<file path="src/rtl/gcd_pkg.sv">
// Shared definitions for the GCD requester, the engine and the testbench.
//   GCD_WIDTH        default operand/result width
//   ENG_RESET_CYCLES cycles eng_resetn is held low when recovering a hung engine
//   gcd_state_e      requester FSM states
package gcd_pkg;

    localparam int unsigned GCD_WIDTH        = 32;
    localparam int unsigned ENG_RESET_CYCLES = 2;

    typedef enum logic [2:0] {
        StIdle,
        StIssue,
        StWait,
        StResp,
        StRecover
    } gcd_state_e;

endpackage

</file>
<file path="src/rtl/gcd_timeout_timer.sv">
// Loadable up-counter used to bound how long the requester waits for the engine.
// Ports:
//   clk, reset   clock and asynchronous active-high reset
//   clear        synchronous clear to zero (highest priority)
//   load         load load_value
//   load_value   value loaded when load is high
//   enable       count up by one
//   terminal     count has reached TIMEOUT_CYCLES-1
module gcd_timeout_timer #(
    parameter int unsigned TIMEOUT_CYCLES = 65536,
    localparam int unsigned TW = $clog2(TIMEOUT_CYCLES)
) (
    input  logic          clk,
    input  logic          reset,
    input  logic          clear,
    input  logic          load,
    input  logic [TW-1:0] load_value,
    input  logic          enable,
    output logic          terminal
);

    localparam logic [TW-1:0] TERM_COUNT = TW'(TIMEOUT_CYCLES - 1);

    logic [TW-1:0] count_q;

    always_ff @(posedge clk or posedge reset) begin
        if (reset) begin
            count_q <= '0;
        end else if (clear) begin
            count_q <= '0;
        end else if (load) begin
            count_q <= load_value;
        end else if (enable) begin
            count_q <= count_q + 1'b1;
        end
    end

    assign terminal = (count_q == TERM_COUNT);

endmodule

</file>
<file path="src/rtl/gcd32_requester.sv">
// Initiator side of the GCD engine start/done interface. Takes operand pairs on a
// valid/ready stream, starts the external engine, and returns the result on a
// valid/ready stream. Zero operands bypass the engine, a hung engine is timed out
// and reset, and done pulses outside the wait window are ignored.
// Ports:
//   clk, reset            clock, asynchronous active-high reset
//   in_valid/in_ready     operand stream handshake; in_x, in_y operands
//   out_valid/out_ready   result stream handshake; out_gcd result (0 on error),
//                         out_err timeout flag, out_bypass zero-operand flag
//   eng_start             one-cycle start pulse; eng_x, eng_y engine operands
//   eng_resetn            synchronous active-low engine reset
//   eng_gcd, eng_done     engine result and one-cycle done pulse
//   done_cnt              wrapping count of engine-completed results
module gcd32_requester
    import gcd_pkg::*;
#(
    parameter int unsigned WIDTH          = GCD_WIDTH,
    parameter int unsigned TIMEOUT_CYCLES = 65536,
    parameter int unsigned CNT_WIDTH      = 16
) (
    input  logic                 clk,
    input  logic                 reset,
    input  logic                 in_valid,
    output logic                 in_ready,
    input  logic [WIDTH-1:0]     in_x,
    input  logic [WIDTH-1:0]     in_y,
    output logic                 out_valid,
    input  logic                 out_ready,
    output logic [WIDTH-1:0]     out_gcd,
    output logic                 out_err,
    output logic                 out_bypass,
    output logic                 eng_start,
    output logic [WIDTH-1:0]     eng_x,
    output logic [WIDTH-1:0]     eng_y,
    output logic                 eng_resetn,
    input  logic [WIDTH-1:0]     eng_gcd,
    input  logic                 eng_done,
    output logic [CNT_WIDTH-1:0] done_cnt
);

    localparam int unsigned TW = $clog2(TIMEOUT_CYCLES);
    localparam int unsigned RW = $clog2(ENG_RESET_CYCLES);

    gcd_state_e    state_q, state_d;
    logic          started_q;  // low only until the first edge after reset
    logic [RW-1:0] rec_cnt_q;
    logic          timer_tc;
    logic          accept, bypass, wait_done, wait_timeout, rec_last;

    assign accept       = in_valid & in_ready;
    assign bypass       = (in_x == '0) || (in_y == '0);
    assign wait_done    = (state_q == StWait) & eng_done;
    // Done wins over a coincident timeout.
    assign wait_timeout = (state_q == StWait) & ~eng_done & timer_tc;
    assign rec_last     = (rec_cnt_q == RW'(ENG_RESET_CYCLES - 1));

    gcd_timeout_timer #(
        .TIMEOUT_CYCLES(TIMEOUT_CYCLES)
    ) u_timer (
        .clk       (clk),
        .reset     (reset),
        .clear     (state_q == StIssue),
        .load      (1'b0),
        .load_value({TW{1'b0}}),
        .enable    (state_q == StWait),
        .terminal  (timer_tc)
    );

    // State register
    always_ff @(posedge clk or posedge reset) begin
        if (reset) begin
            state_q <= StIdle;
        end else begin
            state_q <= state_d;
        end
    end

    // Next-state logic
    always_comb begin
        state_d = state_q;
        unique case (state_q)
            StIdle:    if (accept) state_d = bypass ? StResp : StIssue;
            StIssue:   state_d = StWait;
            StWait: begin
                if (eng_done)      state_d = StResp;
                else if (timer_tc) state_d = StRecover;
            end
            StRecover: if (rec_last) state_d = StResp;
            StResp:    if (out_ready) state_d = StIdle;
            default:   state_d = StIdle;
        endcase
    end

    // Outputs decoded from registered state
    always_comb begin
        in_ready   = 1'b0;
        out_valid  = 1'b0;
        eng_start  = 1'b0;
        eng_resetn = started_q;
        unique case (state_q)
            StIdle:    in_ready   = started_q;
            StIssue:   eng_start  = 1'b1;
            StResp:    out_valid  = 1'b1;
            StRecover: eng_resetn = 1'b0;
            default:   ;
        endcase
    end

    // Datapath registers
    always_ff @(posedge clk or posedge reset) begin
        if (reset) begin
            started_q  <= 1'b0;
            rec_cnt_q  <= '0;
            out_gcd    <= '0;
            out_err    <= 1'b0;
            out_bypass <= 1'b0;
            eng_x      <= '0;
            eng_y      <= '0;
            done_cnt   <= '0;
        end else begin
            started_q <= 1'b1;
            rec_cnt_q <= (state_q == StRecover) ? rec_cnt_q + 1'b1 : '0;
            if (accept) begin
                if (bypass) begin
                    out_gcd    <= in_x | in_y;
                    out_err    <= 1'b0;
                    out_bypass <= 1'b1;
                end else begin
                    eng_x <= in_x;
                    eng_y <= in_y;
                end
            end
            if (wait_done) begin
                out_gcd    <= eng_gcd;
                out_err    <= 1'b0;
                out_bypass <= 1'b0;
                done_cnt   <= done_cnt + 1'b1;
            end
            if (wait_timeout) begin
                out_gcd    <= '0;
                out_err    <= 1'b1;
                out_bypass <= 1'b0;
            end
        end
    end

endmodule

</file>
<file path="config.mk">
export PLATFORM = sky130hd
export DESIGN_NAME = gcd32_requester
export DESIGN_NICKNAME = d
export VERILOG_FILES = /design/src/rtl/gcd_pkg.sv /design/src/rtl/gcd_timeout_timer.sv /design/src/rtl/gcd32_requester.sv
export SDC_FILE = /design/constraint.sdc
export NUM_CORES = 1
export LEC_CHECK = 0
export BUFFER_PORTS_ARGS = -buffer_cell sky130_fd_sc_hd__buf_4
export CAP_MARGIN = 20
export CORE_MARGIN = 8
export CORE_UTILIZATION = 45
export CTS_BUF_LIST = sky130_fd_sc_hd__clkbuf_16
export CTS_CLUSTER_DIAMETER = 100
export CTS_CLUSTER_SIZE = 16
export DETAILED_ROUTE_END_ITERATION = 8
export GPL_TIMING_DRIVEN = 0
export PLACE_DENSITY = 0.77
export SKIP_CTS_REPAIR_TIMING = 1
export SYNTH_ARGS = -nofsm -noshare
export SYNTH_HDL_FRONTEND = slang
export SYNTH_SLANG_ARGS = --single-unit
</file>
<file path="constraint.sdc">
create_clock -name clk -period 4.5 [get_ports clk]
set_clock_uncertainty 0.2 [all_clocks]
set_input_delay 0.45 -clock clk [delete_from_list [all_inputs] [get_ports clk]]
set_output_delay 0.45 -clock clk [all_outputs]
set_load 0.01 [all_outputs]
</file>
# Word level (Yosys, flattened, before mapping)
# Cells that the tools add are included.
[word_totals]
word_cells = 65
inputBits = 101
regBits = 135
output_inout_bits = 118
[op_classes]
mux = 26
reduce_logical = 10
bitwise = 7
add_sub_neg = 3
n_eq_ne = 9
[ops]
columns = ["cell", "count"]
rows = [
  ["$mux 32", 4],
  ["$logic_not 32->1", 2],
  ["$add 16x1->16 const B", 2],
  ["$mux 16", 2],
  ["$or 32x32->32", 1],
  ["$eq 16x16->1 const B", 1],
  ["$mux 3", 5],
  ["$pmux 3 s5", 1],
  ["$mux 1", 13],
  ["$eq 3x2->1 const B", 2],
  ["$ne 2x2->1 const B", 3],
  ["$reduce_bool 3->1", 2],
  ["$and 1x1->1", 4],
  ["$reduce_and 2->1", 2],
  ["$reduce_and 4->1", 1],
  ["$eq 3x1->1 const B", 1],
  ["$eq 3x3->1 const B", 1],
  ["$logic_not 3->1", 1],
  ["$ne 3x3->1 const B", 1],
  ["$mux 2", 1],
  ["$not 1->1", 2],
  ["$reduce_bool 2->1", 1],
  ["$add 1x1->1 const B", 1],
  ["$logic_or 1x1->1", 1],
]

# Logic depth before layout (Yosys ltp)
# Gate-level depths: netlist (run 1).
[depth]
ltp_word = 6
ltp_mapped = 8
mapped_depth_nobuf = 6

# Hierarchy
# A second synthesis (run 1) with hierarchy kept.
[hier_totals]
cells_unflattened = 557
area_unflattened_um2 = 6566.3
[by_module_without_submodules]
columns = ["module", "cells_per_inst", "n_inst", "area_per_inst_um2", "seq_area_each_um2"]
rows = [
  ["gcd32_requester", 437, 1, 5496.5, 2977.9],
  ["gcd_timeout_timer", 120, 1, 1069.8, 400.4],
]

# Least setup slack after synthesis (run 1)
# OpenSTA, ideal clock, no wires.
[synth_path]
path_kind = "input port to flip-flop"
start = "input in_y[25]"
end = "register eng_x[20]"
t_arrival_ns = 1.766
slack_ns = 2.409
stages = 6
path_buffers = 1
setup_time_ns = 0.125
required_time_ns = 4.175
path_cell_list = "nor4_1 -> nand4_1 -> o22a_1 -> nand2_2 -> buf_6 -> mux2_2"
[synth_via]
elab_chain_cells = 4
[synth_rtl]
columns = ["item", "line", "source"]
rows = [
  ["start: declaration", "gcd32_requester.sv:26", "input logic [WIDTH-1:0] in_y,"],
  ["$logic_not 32->1", "gcd32_requester.sv:51", "assign bypass = (in_x == '0) || (in_y == '0);"],
  ["$logic_or 1x1->1", "gcd32_requester.sv:51", ""],
  ["$not 1->1 (no line)", "--", ""],
  ["$reduce_and 2->1 (no line)", "--", ""],
  ["end signal: assignment", "gcd32_requester.sv:129", "eng_x <= in_x;"],
  ["end: declaration", "gcd32_requester.sv:33", "output logic [WIDTH-1:0] eng_x,"],
]
# Every way passes these cells.
# A chain may end at the register's enable or synchronous reset.

# Worst setup path in the final report (run 1)
[layout_path]
start = "input in_x[20]"
end = "register eng_y[11]"
[layout_via]
elab_chain_cells = 4
[layout_rtl]
columns = ["item", "line", "source"]
rows = [
  ["start: declaration", "gcd32_requester.sv:25", "input logic [WIDTH-1:0] in_x,"],
  ["$logic_not 32->1", "gcd32_requester.sv:51", ""],
  ["$logic_or 1x1->1", "gcd32_requester.sv:51", ""],
  ["$not 1->1 (no line)", "--", ""],
  ["$reduce_and 2->1 (no line)", "--", ""],
  ["end signal: assignment", "gcd32_requester.sv:130", "eng_y <= in_y;"],
  ["end: declaration", "gcd32_requester.sv:34", "output logic [WIDTH-1:0] eng_y,"],
]
# Every way passes these cells.

==> impl_metrics.tcl, run 1 <==
set metrics [dict create \
    routed_wl_mm 18.9 \
    cts_tree "done" \
    worst-setup-path-type "in2reg" \
    maxCapViolations 0 \
    max_freq_ghz 0.384 \
    die_x_um 131 \
    clock_power_share_pct 24.7 \
    ratio_of_cells_with_drive_above_1_in_the_final_layout_pct 43.3 \
    design_power_total_mw 5.35 \
    ant_nets 0 \
    final.fill_count 1023 \
    seqPwrFrac_pct 37.0 \
    post_synth_xor_area_fraction_pct 2.51 \
    final.setup.tns_ns 0 \
    die-height_um 131 \
    cell_count_after_synthesis 514 \
    leakage_nw 4.09 \
    grt_antenna_before_repair 0 \
    synth.mux.area_fraction_pct 12.3 \
    stdcell_count 942 \
    part_of_the_cycle_the_worst_path_needs_pct 57.8 \
    cts.root.buffer_cell "sky130_fd_sc_hd__clkbuf_16" \
    grt_start_max_net_pins 81 \
    diodes 0 \
    dpl_worst_slack_ns 1.47 \
    grt_pass1_vias 5431 \
    crit_path_max_incr_delay_ns 0.62 \
    hpwl_mm 14.6 \
    initialDrtViolationCount 361 \
    gp_routability_congestion 0.849 \
    outcome "completed" \
    fp.dieArea_um2 17100 \
    detail_route.first_pass.iterations 4 \
    max-clock-path-buffers 2 \
    timing.max_slew.rel_slack_pct 53.4 \
    crit_path_end_kind "flop" \
    port-buffer-count 218 \
    period_needed_ns 2.60 \
    worstPathRequired_ns 4.60 \
    start_util_pct 45.4 \
    num_vias 5123 \
    internal-power_mw 3.57 \
    hold_viol_final 0 \
    post_drt_wl_per_cell_um 20.1 \
    detail_route.vias_per_cell 5.44 \
    timing.critical_path.arrival_ns 2.70 \
    insertion_delay_ns 0.42 \
    synth_edf_count 0 \
    max_slew.worst_pin.slew_ns 0.693 \
    cellPowerDensity_nw_per_um2 637 \
    placeableCoreArea_um2 13100 \
    ys_seq_area_share_pct 56.9 \
    postSynthRegisterBits 135 \
    critPathSlowestCell "sky130_fd_sc_hd__nor4_1" \
    synth.lib_cells_used.distinct 47 \
    numCtsBuffers 17 \
    post-place-cells 909 \
    drcViolationCount 0 \
    synthAdderAreaFrac_pct 0.421 \
    finish.net_count 856 \
    synth_simple_gate_area_share_pct 14.1 \
    startpoint_type "input port" \
    p_switching_mw 1.78 \
    finish.utilization_pct 64.2 \
    path_max_fanout 10 \
    grt_first_pass_wirelength_mm 28.6 \
    seq_area_um2 3380 \
    clk_pin_slew_worst_paths_ns 0.06 \
    syn-cell-area_um2 5940 \
    htree_levels 4 \
    path_cells "buf_4 > nor4_1 > nand4_1 > o22a_1 > nand2_2 > buf_6 > mux2_2" \
    ios 219 \
    grtUsageTotal_pct 22.2 \
    synth.avg_cell_area_um2 11.6 \
    setup_violations 0 \
    ys_warn_count 0 \
    grt_overflow 0 \
    setup_ws_ns 1.90 \
    synth_flop_cell "sky130_fd_sc_hd__dfrtp_1" \
    power_frac_comb_pct 38.3 \
    dominant_combinational_cell_family_by_area_after_synthesis "simple AND/OR/NAND/NOR gates" \
    multiInputGateArea_um2 2280 \
    timing_max_transition_violations_final 0 \
    power.share.switching_pct 33.2 \
    hold_path.class "in2reg" \
    numClockSinks 135 \
    syn-num-nets 617 \
    synth-compound-area-share_pct 8.95 \
    worst_ir_drop_vdd_mv 0.376 \
    async_reset_ff_share_pct 100 \
    fp-row-count 42 \
    flow.area_growth_from_synthesis_pct 41.4 \
    rsz0062_at_grt "false" \
]
worst paths after layout:
| path | start | endpoint | slack (ns) | depth (start not counted) |
|---|---|---|---|---|
| setup reg to reg | u_timer.count_q[0] | out_gcd[14] | 2.08 | 7 |
| max in group asynchronous | reset | out_gcd[19] | 2.89 | 4 |
| hold reg to reg | rec_cnt_q | rec_cnt_q | 0.24 | 1 |
| min in group asynchronous | reset | eng_y[14] | 0.45 | 3 |
| hold / removal | eng_gcd[29] | out_gcd[29] | 0.04 | 3 |
| setup / recovery | in_x[20] | eng_y[11] | 1.90 | 7 |
kinds of logic (layout without fill, tap and decap cells):
kind of cell / count (synthesis) / count (layout)
AOI/OAI and AO/OA: 72 / 72
xor gates and xnor gates: 17 / 17
adders and majority gates: 2 / 2
buffers and inverters: 59 / 311
DFF: 135 / 135
muxes: 65 / 65
other: 1 / 1
and+or+nand+nor: 163 / 163
cell usage in the layout, fill, tap and decap left out, drive strengths merged, types with 10 or more instances in the layout:
master,netlist,routed
o221ai,32,32
dfrtp,135,135
nand2,51,51
clkinv,0,12
buf,16,235
mux2,65,65
nand3,15,15
xnor2,10,10
nor4,18,18
nor2,43,43
nand4,10,10
inv,37,38
o21ai,19,19
clkbuf,6,23
flip-flops by register name (all words and copies together) (netlist names):
signal           count
started_q            1
done_cnt            16
state_q              3
out_bypass           1
eng_y               32
out_gcd             32
eng_x               32
out_err              1
rec_cnt_q            1
u_timer.count_q     16
stage by stage:
stage	area [µm²]	hold slack, ns
final	8400	0.0360
after global routing	8400	0.0222
after CTS	8390	-0.108
after detailed placement	7830	0.227
after global placement	7800	0.216
after floorplan	5940	0.203
worst max-delay path: cells and delay by family:
| family | cells | cell delay [ns] |
|---|---|---|
| AND/OR/NAND/NOR | 3 | 1.21 |
| multiplexers | 1 | 0.35 |
| AO/OA/AOI/OAI | 1 | 0.32 |
| buffers and inverters | 2 | 0.36 |
synth_stat cells, types with 9 or more instances:
cell	number	area share (%)
sky130_fd_sc_hd__buf_2	9	0.76
sky130_fd_sc_hd__dfrtp_1	135	57
sky130_fd_sc_hd__nand4_1	9	0.95
sky130_fd_sc_hd__nor4_1	17	1.8
sky130_fd_sc_hd__o21ai_0	18	1.5
sky130_fd_sc_hd__inv_1	37	2.3
sky130_fd_sc_hd__nand2_1	50	3.2
sky130_fd_sc_hd__o221ai_1	32	4.7
sky130_fd_sc_hd__nor2_1	43	2.7
sky130_fd_sc_hd__nand3_1	15	1.3
sky130_fd_sc_hd__xnor2_1	10	1.5
sky130_fd_sc_hd__mux2_2	60	11
final cells by class:
type / count / area share, %
Timing Repair Buffer: 220 / 19.9
Clock inverter: 15 / 1.61
Clock buffer: 17 / 5.06
Multi-Input combinational cell: 320 / 27.1
Sequential cell: 135 / 40.2
Buffer: 22 / 1.74
Tap cell: 176 / 2.62
Inverter: 37 / 1.71
power groups by stage:
| stage | Combinational (mW) | Sequential [mW] | Clock (mW) |
|---|---|---|---|
| final | 2.05 | 1.98 | 1.32 |
| after global routing | 2.21 | 2.04 | 1.40 |
| after CTS | 2.07 | 1.98 | 1.34 |
| after detailed placement | 2.07 | 2.00 | 0 |
| after global placement | 2.00 | 1.96 | 0 |
| after floorplan | 0.768 | 2.16 | 0 |
metal layers:
metal	vias up	global-route usage (%)	routed length, µm
met5	-	0	0
met1	2505	26.2	7430
met4	0	11.2	730
met2	253	36.4	9290
met3	46	6.13	1460
li1	2319	-	-
Power figures use the tool's default switching activity.
==> inputs of run 2 (changes only) <==
--- a/config.mk
+++ b/config.mk
@@ -14,7 +14,7 @@
 export CTS_CLUSTER_SIZE = 16
 export DETAILED_ROUTE_END_ITERATION = 8
 export GPL_TIMING_DRIVEN = 0
-export PLACE_DENSITY = 0.77
+export PLACE_DENSITY = 0.74
 export SKIP_CTS_REPAIR_TIMING = 1
 export SYNTH_ARGS = -nofsm -noshare
 export SYNTH_HDL_FRONTEND = slang
==> constraint.sdc (replaced) <==
create_clock -name clk -period 2.5 [get_ports clk]
set_clock_uncertainty 0.2 [all_clocks]
set_input_delay 0.25 -clock clk [delete_from_list [all_inputs] [get_ports clk]]
set_output_delay 0.25 -clock clk [all_outputs]
set_load 0.01 [all_outputs]
==> impl_metrics.tcl, run 2 (synthesis gave the netlist of run 1 again) <==
set metrics [dict create \
    outcome "finished with violations" \
    failed_checks "hold timing" \
    grt_first_pass_wirelength_mm 28.8 \
    cts.root.buffer_cell "sky130_fd_sc_hd__clkbuf_16" \
    max_freq_ghz 0.415 \
    crit_path_end_kind "output port" \
    fp-row-count 42 \
    numClockSinks 135 \
    gp_routability_congestion 0.861 \
    worst_ir_drop_vdd_mv 0.590 \
    detail_route.vias_per_cell 5.42 \
    ios 219 \
    p_switching_mw 3.35 \
    start_util_pct 45.4 \
    numCtsBuffers 17 \
    clk_pin_slew_worst_paths_ns 0.06 \
    timing.max_slew.rel_slack_pct 56.3 \
    holdCritStartpoint "in_x[30]" \
    part_of_the_cycle_the_worst_path_needs_pct 96.3 \
    fp.dieArea_um2 17100 \
    grt_pass1_vias 5341 \
    post-place-cells 911 \
    grtUsageTotal_pct 22.1 \
    hold_viol_final 4 \
    hold_path.class "in2reg" \
    startpoint "state_q[2]" \
    grt_overflow 0 \
    stdcell_count 1045 \
    max-clock-path-buffers 2 \
    initialDrtViolationCount 405 \
    maxCapViolations 0 \
    cts_tree "done" \
    seqPwrFrac_pct 36.6 \
    leakage_nw 4.52 \
    flow.area_growth_from_synthesis_pct 58.6 \
    startpoint_type "flop" \
    multiInputGateArea_um2 2280 \
    finish.net_count 958 \
    worst_r2r_startpoint "u_timer.count_q[0]" \
    power.share.switching_pct 33.9 \
    grt_antenna_before_repair 0 \
    placeableCoreArea_um2 13100 \
    period_needed_ns 2.41 \
    cellPowerDensity_nw_per_um2 1050 \
    worst-setup-path-type "reg2out" \
    seq_area_um2 3380 \
    htree_levels 4 \
    layout_top_registers "eng_x: 32 flops, eng_y: 32 flops, out_gcd: 32 flops" \
    final.fill_count 862 \
    drcViolationCount 0 \
    dpl_worst_slack_ns -0.206 \
    setup_ws_ns 0.0920 \
    routed_wl_mm 21.8 \
    grt_start_max_net_pins 44 \
    leading_cell_type_in_the_layout_fill_and_taps_excluded "sky130_fd_sc_hd__buf_4" \
    internal-power_mw 6.53 \
    clock_power_share_pct 23.8 \
    ant_nets 0 \
    insertion_delay_ns 0.42 \
    detail_route.first_pass.iterations 5 \
    die_x_um 131 \
    ratio_of_cells_with_drive_above_1_in_the_final_layout_pct 38.4 \
    num_vias 5667 \
    timing.critical_path.arrival_ns 1.96 \
    mostFrequentLayoutCells "220 x sky130_fd_sc_hd__buf_4, 135 x sky130_fd_sc_hd__dfrtp_1, 99 x sky130_fd_sc_hd__dlygate4sd3_1" \
    smallest_hold_slack_ns -0.0448 \
    die-height_um 131 \
    power_frac_comb_pct 39.6 \
    setup_violations 0 \
    port-buffer-count 218 \
    hpwl_mm 14.6 \
    path_max_fanout 10 \
    post_drt_wl_per_cell_um 20.8 \
    worstPathRequired_ns 2.05 \
    max_slew.worst_pin.slew_ns 0.656 \
    timing_max_transition_violations_final 0 \
]
## run 2: worst paths after layout
check | endpoint | slack [ns] | cells past startpoint
max | eng_start | 0.09 | 5
min | out_gcd[30] | -0.04 | 3
max reg2reg | out_gcd[12] | 0.14 | 7
min reg2reg | rec_cnt_q | 0.23 | 1
max in group asynchronous | eng_x[27] | 0.81 | 6
min in group asynchronous | out_gcd[13] | 0.18 | 3
## run 2: final cells by class
class / instances / area share [%]
timing repair buffer: 322 / 28.7
buffer: 22 / 1.61
clock inverter: 15 / 1.30
sequential: 135 / 35.9
clock buffer: 17 / 4.52
tap: 176 / 2.34
antenna: 1 / 0.0266
multi-input combinational: 320 / 24.2
inverter: 37 / 1.51
## run 2: power by group through the flow
stage                     Sequential [mW]  Combinational, mW  Clock, mW
after detailed placement             3.59               3.73          0
after floorplan                      3.90               1.38          0
after global routing                 3.71               4.19       2.46
final                                3.61               3.91       2.35
after global placement               3.53               3.62          0
after CTS                            3.56               3.74       2.37
## run 2: worst max-delay path: stages, from the launching register on
cell                       delay [ns]
sky130_fd_sc_hd__dfrtp_1         0.42
sky130_fd_sc_hd__buf_2           0.19
sky130_fd_sc_hd__or3_1           0.38
sky130_fd_sc_hd__clkbuf_1        0.23
sky130_fd_sc_hd__inv_1           0.17
sky130_fd_sc_hd__buf_4           0.14
## run 2: routing by layer
metal	wire length (µm)	global-route usage (%)	up-vias
met5	0	0	-
met4	1000	9.86	0
met3	1650	6.09	72
met2	11000	36.1	284
met1	8160	27.0	2794
li1	-	-	2517
## run 2: metrics by stage
step	cell area, µm²	util [%]	TNS, ns	total power, mW
after detailed placement	7860	60.1	-15.31	7.31
final	9420	72.0	0	9.88
after global routing	9420	72.0	-0.0110	10.4
after global placement	7800	59.6	-72.83	7.15
after CTS	8410	64.3	0	9.67
after floorplan	5940	-	0	5.28
==> inputs of run 3 (changes only) <==
--- a/config.mk
+++ b/config.mk
@@ -5,6 +5,7 @@
 export SDC_FILE = /design/constraint.sdc
 export NUM_CORES = 1
 export LEC_CHECK = 0
+export ABC_AREA = 1
 export BUFFER_PORTS_ARGS = -buffer_cell sky130_fd_sc_hd__buf_4
 export CAP_MARGIN = 20
 export CORE_MARGIN = 8
@@ -14,7 +15,7 @@
 export CTS_CLUSTER_SIZE = 16
 export DETAILED_ROUTE_END_ITERATION = 8
 export GPL_TIMING_DRIVEN = 0
-export PLACE_DENSITY = 0.74
+export PLACE_DENSITY = 0.72
 export SKIP_CTS_REPAIR_TIMING = 1
 export SYNTH_ARGS = -nofsm -noshare
 export SYNTH_HDL_FRONTEND = slang
==> impl_metrics.tcl, run 3 <==
set metrics [dict create \
    outcome "finished with violations" \
    failed_checks "hold timing" \
    final.setup.tns_ns 0 \
    wl_met2_mm 11.2 \
    rsz0062_at_grt "false" \
    holdCritStartpoint "in_x[26]" \
    grt_overflow 0 \
    worst_ir_drop_vdd_mv 0.573 \
    drt-met1-wl_mm 9.94 \
    fp-row-count 44 \
    grtUsageTotal_pct 23.3 \
    mostFrequentLayoutCells "235 x sky130_fd_sc_hd__nand2_1, 223 x sky130_fd_sc_hd__buf_4, 135 x sky130_fd_sc_hd__dfrtp_1" \
    path_max_fanout 10 \
    post-synth-top-area-cell "sky130_fd_sc_hd__dfrtp_1" \
    hold_path_depth 3 \
    ios 219 \
    worst_r2r_startpoint "u_timer.count_q[0]" \
    startpoint "in_x[20]" \
    smallest_hold_slack_ns -0.0365 \
    die-height_um 138 \
    detail_route.vias_per_cell 5.07 \
    crit_path_end_kind "flop" \
    timing_max_transition_violations_final 0 \
    startpoint_type "input port" \
    worstPathRequired_ns 2.66 \
    synth_flop_cell "sky130_fd_sc_hd__dfrtp_1" \
    insertion_delay_ns 0.42 \
    reg2reg_depth 12 \
    grt_antenna_before_repair 2 \
    cts_tree "done" \
    grt_start_max_net_pins 40 \
    dr.max_layer_used "met4" \
    wl_met3_mm 1.64 \
    postSynthRegisterBits 135 \
    cellPowerDensity_nw_per_um2 1030 \
    finish.net_count 1265 \
    cell_count_after_synthesis 858 \
    biggest_area_contributors_in_the_synthesized_netlist "sky130_fd_sc_hd__dfrtp_1 50%, sky130_fd_sc_hd__nand2_1 13%, sky130_fd_sc_hd__o21ai_1 7.0%" \
    htree_levels 4 \
    placeableCoreArea_um2 14500 \
    timing.critical_path.arrival_ns 2.43 \
    synth.lib_cells_used.distinct 32 \
    hold_viol_final 2 \
    ant_nets 0 \
    flow.area_growth_from_synthesis_pct 46.5 \
    async_reset_ff_share_pct 100 \
    cts.root.buffer_cell "sky130_fd_sc_hd__clkbuf_16" \
    fp.dieArea_um2 19100 \
    start_util_pct 46.2 \
    post_drt_wl_per_cell_um 17.2 \
    hold_path.class "in2reg" \
    max_slew.worst_pin.slew_ns 0.698 \
    syn-cell-area_um2 6710 \
    timing.max_slew.rel_slack_pct 53.3 \
    clk_pin_slew_worst_paths_ns 0.06 \
    numCtsBuffers 17 \
    netlist.area_leader.share_pct 50.3 \
    grt_pass1_vias 6532 \
    maxCapViolations 0 \
    max_freq_ghz 0.439 \
    routed_wl_mm 23.4 \
    detail_route.first_pass.iterations 5 \
    final.fill_count 1227 \
    leakage_nw 5.16 \
    period_needed_ns 2.28 \
    ys_seq_area_share_pct 50.3 \
    ys_warn_count 0 \
    layout_top_registers "eng_x: 32 flops, eng_y: 32 flops, out_gcd: 32 flops" \
    worst-setup-path-type "in2reg" \
    num_vias 6896 \
    leading_cell_type_in_the_layout_fill_and_taps_excluded "sky130_fd_sc_hd__nand2_1" \
    synth_edf_count 0 \
    synth.avg_cell_area_um2 7.82 \
    initialDrtViolationCount 617 \
    setup_violations 0 \
    port-buffer-count 218 \
    numClockSinks 135 \
    part_of_the_cycle_the_worst_path_needs_pct 91.0 \
    syn-num-nets 961 \
    die_x_um 138 \
    synth_common_cells "235 x sky130_fd_sc_hd__nand2_1, 135 x sky130_fd_sc_hd__dfrtp_1, 104 x sky130_fd_sc_hd__inv_1, 94 x sky130_fd_sc_hd__o21ai_1, 78 x sky130_fd_sc_hd__nand3_1" \
    hpwl_mm 17.1 \
    yosys.cell_count.top_type "sky130_fd_sc_hd__nand2_1" \
    gp_routability_congestion 0.882 \
    max-clock-path-buffers 2 \
    grt_first_pass_wirelength_mm 35.9 \
    drcViolationCount 0 \
    ratio_of_cells_with_drive_above_1_in_the_final_layout_pct 25.4 \
]
-- run 3: changes by cell type after synthesis, moves of 7 or more --
cell / change
sky130_fd_sc_hd__buf_2: +9
sky130_fd_sc_hd__and3_1: -7
sky130_fd_sc_hd__nand3_1: +63
sky130_fd_sc_hd__a21oi_1: +33
sky130_fd_sc_hd__mux2_2: -60
sky130_fd_sc_hd__nand2_1: +185
sky130_fd_sc_hd__nor4_1: -17
sky130_fd_sc_hd__inv_1: +67
sky130_fd_sc_hd__o221ai_1: -32
sky130_fd_sc_hd__o21ai_1: +94
sky130_fd_sc_hd__nor2_1: +20
-- run 3: cell type report --
| class | count | area, µm² | area share (%) |
|---|---|---|---|
| Multi-Input combinational cell | 577 | 2660 | 27.0 |
| Timing Repair Buffer | 285 | 2340 | 23.8 |
| Clock buffer | 17 | 425 | 4.33 |
| Antenna cell | 2 | 5.00 | 0.0509 |
| Tap cell | 184 | 230 | 2.34 |
| Inverter | 108 | 409 | 4.16 |
| Clock inverter | 15 | 121 | 1.23 |
| Sequential cell | 135 | 3380 | 34.4 |
| Buffer | 38 | 268 | 2.72 |
-- run 3: power by group --
group | leakage [nW] | total (mW) | switching (mW) | internal, mW
combinational | 3.17 | 4.16 | 2.23 | 1.93
clock | 0.276 | 2.37 | 0.940 | 1.43
sequential | 1.71 | 3.63 | 0.589 | 3.04
-- run 3: logic make-up (layout without fill, tap and decap cells) --
logic type	count (synthesis)	after routing	share of synthesized area [%]
compound gates	159	159	12.4
simple gates	402	402	25.1
buf+inv	146	463	10.0
flops	135	135	50.3
other cells	1	3	0.0559
fa+ha+maj	2	2	0.373
xor+xnor	13	13	1.70
-- run 3: stage by stage --
step | worst slack [ns] | instance area, µm² | util [%] | power, mW | std cells
floorplan | 0.371 | 6710 | - | 5.60 | 858
detailed placement | 0.250 | 8640 | 59.5 | 7.73 | 1263
global placement | -0.554 | 8580 | 59.0 | 7.65 | 1260
global route | 0.0351 | 9830 | 67.7 | 10.8 | 1361
finish | 0.224 | 9830 | 67.7 | 10.2 | 1361
CTS | 0.231 | 9190 | 63.2 | 10.1 | 1295
-- run 3: metal layers --
layer | GRT usage [%] | up-vias
li1 | - | 3352
met1 | 30.1 | 3205
met2 | 37.1 | 296
met3 | 5.92 | 43
met4 | 7.89 | 0
met5 | 0 | -
-- run 3: worst max-delay path, stage by stage --
cell                            delay (ns)
sky130_fd_sc_hd__dlygate4sd3_1        0.55
sky130_fd_sc_hd__buf_4                0.14
sky130_fd_sc_hd__inv_1                0.10
sky130_fd_sc_hd__nand2_1              0.09
sky130_fd_sc_hd__nor2_1               0.15
sky130_fd_sc_hd__nand2_1              0.07
sky130_fd_sc_hd__nor2_1               0.13
sky130_fd_sc_hd__nand2_1              0.08
sky130_fd_sc_hd__nand2_1              0.12
sky130_fd_sc_hd__nand2_2              0.17
sky130_fd_sc_hd__nand2_2              0.17
sky130_fd_sc_hd__buf_2                0.25
sky130_fd_sc_hd__nand2_1              0.09
sky130_fd_sc_hd__nand2_1              0.07
-- run 3: worst paths after layout --
kind	slack, ns	end
max	0.22	out_gcd[15]
min	-0.04	eng_x[26]
max reg2reg	0.25	out_gcd[15]
min reg2reg	0.28	eng_x[30]
max in group asynchronous	0.94	eng_x[21]
min in group asynchronous	0.30	out_gcd[1]
